## src/rtl/ccff_bitstream_loader.sv

```systemverilog
// rtl/ccff_bitstream_loader.sv - serializes bitstream words into the ccff_head configuration chain.
// Optional chain readback verification is enabled by defining CCFF_READBACK_EN.
module ccff_bitstream_loader #(
  parameter int CHAIN_LEN = 20,
  parameter int WORD_W    = 8,
  parameter int CNT_W     = $clog2(CHAIN_LEN + 1)
) (
  input  logic              prog_clk,
  input  logic              prog_reset_n,
  input  logic              start,
  input  logic [WORD_W-1:0] word_in,
  input  logic              word_valid,
  output logic              word_ready,
  output logic              ccff_head,
  output logic              ccff_shift_en,
  input  logic              ccff_tail,
  output logic              busy,
  output logic              done,
  output logic              error
);

  localparam int WC_W = $clog2(WORD_W + 1);
  localparam logic [WC_W-1:0]  WLAST = WC_W'(WORD_W - 1);
  localparam logic [CNT_W-1:0] CLAST = CNT_W'(CHAIN_LEN - 1);

  typedef enum logic [2:0] {S_IDLE, S_FETCH, S_SHIFT, S_VERIFY, S_FINISH} state_t;

  state_t            state_q, state_d;
  logic [CNT_W-1:0]  bcnt_q, bcnt_d;
  logic [WC_W-1:0]   wcnt_q, wcnt_d;
  logic [WORD_W-1:0] shreg_q, shreg_d;
  logic              head_q, head_d;
  logic              shen_q, shen_d;
  logic              busy_q, busy_d;
  logic              done_q, done_d;
  logic              error_q, error_d;
`ifdef CCFF_READBACK_EN
  logic [CHAIN_LEN-1:0] store_q, store_d;
  logic                 vchk_q, vchk_d;
`else
  logic                 unused_tail;
  assign unused_tail = ccff_tail;
`endif

  always_ff @(posedge prog_clk) begin
    if (!prog_reset_n) begin
      state_q <= S_IDLE;
      bcnt_q  <= '0;
      wcnt_q  <= '0;
      shreg_q <= '0;
      head_q  <= 1'b0;
      shen_q  <= 1'b0;
      busy_q  <= 1'b0;
      done_q  <= 1'b0;
      error_q <= 1'b0;
`ifdef CCFF_READBACK_EN
      store_q <= '0;
      vchk_q  <= 1'b0;
`endif
    end else begin
      state_q <= state_d;
      bcnt_q  <= bcnt_d;
      wcnt_q  <= wcnt_d;
      shreg_q <= shreg_d;
      head_q  <= head_d;
      shen_q  <= shen_d;
      busy_q  <= busy_d;
      done_q  <= done_d;
      error_q <= error_d;
`ifdef CCFF_READBACK_EN
      store_q <= store_d;
      vchk_q  <= vchk_d;
`endif
    end
  end

  always_comb begin
    state_d = state_q;
    bcnt_d  = bcnt_q;
    wcnt_d  = wcnt_q;
    shreg_d = shreg_q;
    head_d  = head_q;
    shen_d  = 1'b0;
    busy_d  = busy_q;
    done_d  = 1'b0;
    error_d = error_q;
`ifdef CCFF_READBACK_EN
    store_d = store_q;
    vchk_d  = 1'b0;
    // The bit registered one cycle ago has just reached the tail on this enabled edge.
    if (vchk_q && (ccff_tail != store_q[CHAIN_LEN-1])) error_d = 1'b1;
`endif
    case (state_q)
      S_IDLE: begin
        if (start) begin
          state_d = S_FETCH;
          busy_d  = 1'b1;
          bcnt_d  = '0;
          error_d = 1'b0;
        end
      end
      S_FETCH: begin
        wcnt_d = '0;
        if (word_valid) begin
          shreg_d = word_in;
          state_d = S_SHIFT;
        end
      end
      S_SHIFT: begin
        head_d  = shreg_q[0];
        shen_d  = 1'b1;
        shreg_d = shreg_q >> 1;
        bcnt_d  = bcnt_q + CNT_W'(1);
        wcnt_d  = wcnt_q + WC_W'(1);
`ifdef CCFF_READBACK_EN
        store_d = store_q >> 1;
        store_d[CHAIN_LEN-1] = shreg_q[0];
`endif
        if (bcnt_q == CLAST) begin
          bcnt_d = '0;
`ifdef CCFF_READBACK_EN
          state_d = S_VERIFY;
`else
          state_d = S_FINISH;
`endif
        end else if (wcnt_q == WLAST) begin
          state_d = S_FETCH;
        end
      end
`ifdef CCFF_READBACK_EN
      S_VERIFY: begin
        // One extra cycle after the last re-shift lets the final tail bit be checked.
        if (bcnt_q == CNT_W'(CHAIN_LEN)) begin
          state_d = S_FINISH;
        end else begin
          head_d  = store_q[0];
          shen_d  = 1'b1;
          vchk_d  = 1'b1;
          bcnt_d  = bcnt_q + CNT_W'(1);
          store_d = store_q >> 1;
          store_d[CHAIN_LEN-1] = store_q[0];
        end
      end
`endif
      S_FINISH: begin
        busy_d  = 1'b0;
        done_d  = 1'b1;
        state_d = S_IDLE;
      end
      default: state_d = S_IDLE;
    endcase
  end

  assign word_ready    = (state_q == S_FETCH);
  assign ccff_head     = head_q;
  assign ccff_shift_en = shen_q;
  assign busy          = busy_q;
  assign done          = done_q;
  assign error         = error_q;

endmodule

```

## config.mk

```make
export PLATFORM = sky130hd
export DESIGN_NAME = ccff_bitstream_loader
export DESIGN_NICKNAME = d
export VERILOG_FILES = /design/src/rtl/ccff_bitstream_loader.sv
export SDC_FILE = /design/constraint.sdc
export NUM_CORES = 1
export LEC_CHECK = 0
export BUFFER_PORTS_ARGS = -buffer_cell sky130_fd_sc_hd__buf_4
export CAP_MARGIN = 0
export CORE_ASPECT_RATIO = 1.1
export CORE_UTILIZATION = 39
export CTS_BUF_LIST = sky130_fd_sc_hd__clkbuf_4 sky130_fd_sc_hd__clkbuf_8
export DETAILED_ROUTE_END_ITERATION = 8
export PLACE_DENSITY_LB_ADDON = 0.12
export SLEW_MARGIN = 30
export SYNTH_ARGS = -nofsm -noshare
export SYNTH_HDL_FRONTEND = slang
export SYNTH_SLANG_ARGS = --single-unit
```

## constraint.sdc

```tcl
create_clock -name prog_clk -period 1.78 [get_ports prog_clk]
set_input_delay 0.178 -clock prog_clk [delete_from_list [all_inputs] [get_ports prog_clk]]
set_output_delay 0.178 -clock prog_clk [all_outputs]
set_load 0.02 [all_outputs]
```

==> impl_metrics.csv <==
group,metric,value,unit
run_status,status,"complete, no violations",
floorplanning,rows,20,
sta,skew,9.09,ps
worst_setup_path,critPathMaxFanout,8,
clock_network,numCtsBuffers,3,
worst_setup_path,path_cells,"or3b_2 > inv_1 > buf_4",
clock_network,clock_latency,320,ps
power_and_ir_drop,power_density,869,nW/um^2
power_and_ir_drop,seq_power_share,50.7,%
synthesis,ys_ff_latch,24,
global_route,grt_max_degree,30,
placed_design,gp_congestion,0.696,
drt,remaining_drc_errors,0,
synthesis,avgSynthCellArea,8.53,um^2
placed_design,post_dp_cell_area,1280,um^2
clock_network,clk_path_buf_depth,2,
clock_network,root_buffer,"clkbuf_4",
drt,wl_per_cell,13.7,um
worst_setup_path,worstSetupStartpointType,"flop",
synthesis,synth_cell_types,37,
worst_setup_path,required,1600,ps
worst_setup_path,end_kind,"output pin",
placed_design,place_inst,176,
power_and_ir_drop,peakVddDrop,0.453,mV
synthesis,synth_nets,148,
floorplanning,core_region_area,2750,um^2
cells_and_area,area_delta_synth_final,17.8,%
placed_design,dp_hpwl,1680,um
global_route,antenna_found_initial,0,
sta,min_period,1700,ps
placed_design,portBuffers,16,
power_and_ir_drop,switching_share,24.8,%
power_and_ir_drop,netSwitchingPower,288,uW
synthesis,ys_seq_area_share,42.3,%
floorplanning,die_h,58.6,um
synthesis,synth_top_cell_by_area,"dfxtp_1",
global_route,grt_pass1_wl,4150,um
sta,tns,0,ps
synthesis,ys_warn_count,0,
floorplanning,start_util,41.2,%
power_and_ir_drop,pwr-share-comb,14.8,%
sta,drv_slew,0,
clock_network,ctsHoldBuffers,0,
power_and_ir_drop,cellLeakagePower,0.000516,uW
hold_path,hp-class,"input port to flop",
global_route,gr-total-overflow,0,
floorplanning,pin_count,19,
sta,worst-slew-pin-transition,716,ps
cells_and_area,antenna_cells,0,
drt,drtIter0Drc,29,
power_and_ir_drop,p_clk_share,34.5,%
flow_run,maxCapViolations,0,
sta,relSlewSlack,52.2,%
synthesis,synth.area.top_cells,"dfxtp_1 (42%), a311oi_1 (7.7%), nand2_1 (7.6%)",
floorplanning,die_w,53.4,um
global_route,grt_usage,18.0,%
worst_setup_path,slowest_delay,530,ps
drt,firstDrtPassIters,4,
worst_setup_path,cpMaxStageDelayCell,"or3b_2",
synthesis,syn_area,1130,um^2
sta,holdWs,93.1,ps
clock_network,ctsHtreeMaxLevel,1,
clock_network,clkSinkCount,24,
drt,wirelength,2470,um
worst_setup_path,critPathKind,"flop to output pin",
sta,final-hold-violation-count,0,
sta,rsz0062_at_grt,"false",
clock_network,ctsResizeCount,0,
synthesis,synth_cells,133,
global_route,grt_pass1_vias,914,
synthesis,synth_top_area_share,42.3,%
sta,fin_crit_sh,95.7,%
sta,setup_viol,0,
power_and_ir_drop,p_int,873,uW
cells_and_area,finalInstanceArea,1340,um^2
worst_setup_path,critPathBufInv,2,
clock_network,path_clk_slew,140,ps
floorplanning,die_area,3130,um^2
cells_and_area,layout_common_cells,"dfxtp_1 (24), nand2_1 (23), buf_4 (19)",
cells_and_area,layout_commonest_cell,"dfxtp_1",
clock_network,cts_tree,"yes",
worst_setup_path,crit_family,"simple AND/OR/NAND/NOR gates",
sta,fmax,587,MHz
cells_and_area,fin_cells,180,
drt,vias,1005,
drt,ant_nets,0,
drt,viasPerCell,5.58,
worst_setup_path,cp.arrival,1520,ps
clock_network,post_cts_buffers,0,
cells_and_area,drive_above_1_share,19.0,%
cells_and_area,fin_nets,163,
==> worst paths after layout <==
kind / startpoint / end / slack, ps / cells after the start
hold / removal: prog_reset_n / shreg_q[7]$_SDFFE_PN0P_ / 90 / 2
setup reg to reg: state_q[1]$_SDFFE_PN0P_ / shreg_q[5]$_SDFFE_PN0P_ / 220 / 4
setup / recovery: state_q[0]$_SDFFE_PN0P_ / word_ready / 80 / 3
hold reg to reg: ccff_head$_SDFFE_PN0P_ / ccff_head$_SDFFE_PN0P_ / 470 / 2
==> registers in the layout, summed over array words and instances, names as in the netlist <==
| name | flops |
|---|---|
| shreg_q | 8 |
| bcnt_q | 5 |
| ccff_shift_en | 1 |
| ccff_head | 1 |
| busy | 1 |
| state_q | 3 |
| done | 1 |
| wcnt_q | 4 |
==> layout make-up <==
type | count | area [um^2]
inverters | 4 | 15.0
flip-flops and latches | 24 | 480
repair buffers | 20 | 163
multi-input cells | 95 | 584
clock buffers | 3 | 22.5
fillers | 290 | 1420
well taps | 33 | 41.3
clock inverters | 1 | 30.0
==> synth_stat cells (all sizes together) <==
cell	number
o22ai	1
or3	1
or2	2
or3b	2
nand3b	1
nand3	4
nor3	8
ha	2
a31oi	1
and3b	2
a311oi	10
inv	4
nor4bb	1
a221oi	1
nor2b	2
a2111oi	1
dfxtp	24
a41oi	2
clkbuf	4
nor2	5
o21a	1
nand2b	3
o21ai	4
and3	2
o22a	1
o41ai	1
conb	1
nand2	23
nor3b	2
a211oi	3
nand4bb	1
a21oi	7
buf	6
==> per-stage QoR <==
| step | utilization (%) | setup WS, ps | power [uW] |
|---|---|---|---|
| final | 48.5 | 77.2 | 1160 |
| after CTS | 48.5 | 64.2 | 1170 |
| after global placement | 46.6 | 276 | 767 |
| after global routing | 48.5 | 10.3 | 1210 |
| after detailed placement | 46.6 | 238 | 773 |
| after floorplan | - | 429 | 717 |
==> power groups by stage <==
stage,clock network (uW),registers (uW),logic [uW]
2_1_floorplan,0,599,117
4_1_cts,404,589,173
6_report,401,589,171
3_5_place_dp,0,601,173
3_3_place_gp,0,599,168
5_1_grt,428,593,193
==> layer usage <==
| metal | share of wire (%) | up-vias | GRT usage, % |
|---|---|---|---|
| met4 | 0.77 | 0 | 7.89 |
| met5 | 0 | - | 0 |
| met1 | 49 | 469 | 24.6 |
| met3 | 3.5 | 2 | 2.33 |
| li1 | - | 513 | - |
| met2 | 47 | 21 | 27.9 |
==> logic make-up after synthesis <==
group | count (synthesis) | share of synthesized area [%]
AND/OR/NAND/NOR | 59 | 27.5
AO/OA/AOI/OAI | 33 | 21.5
flip-flops | 24 | 42.3
other | 1 | 0.330
adder cells (fa/ha/maj) | 2 | 2.20
buffers and inverters | 14 | 6.17
Power figures use the tool's default switching activity.
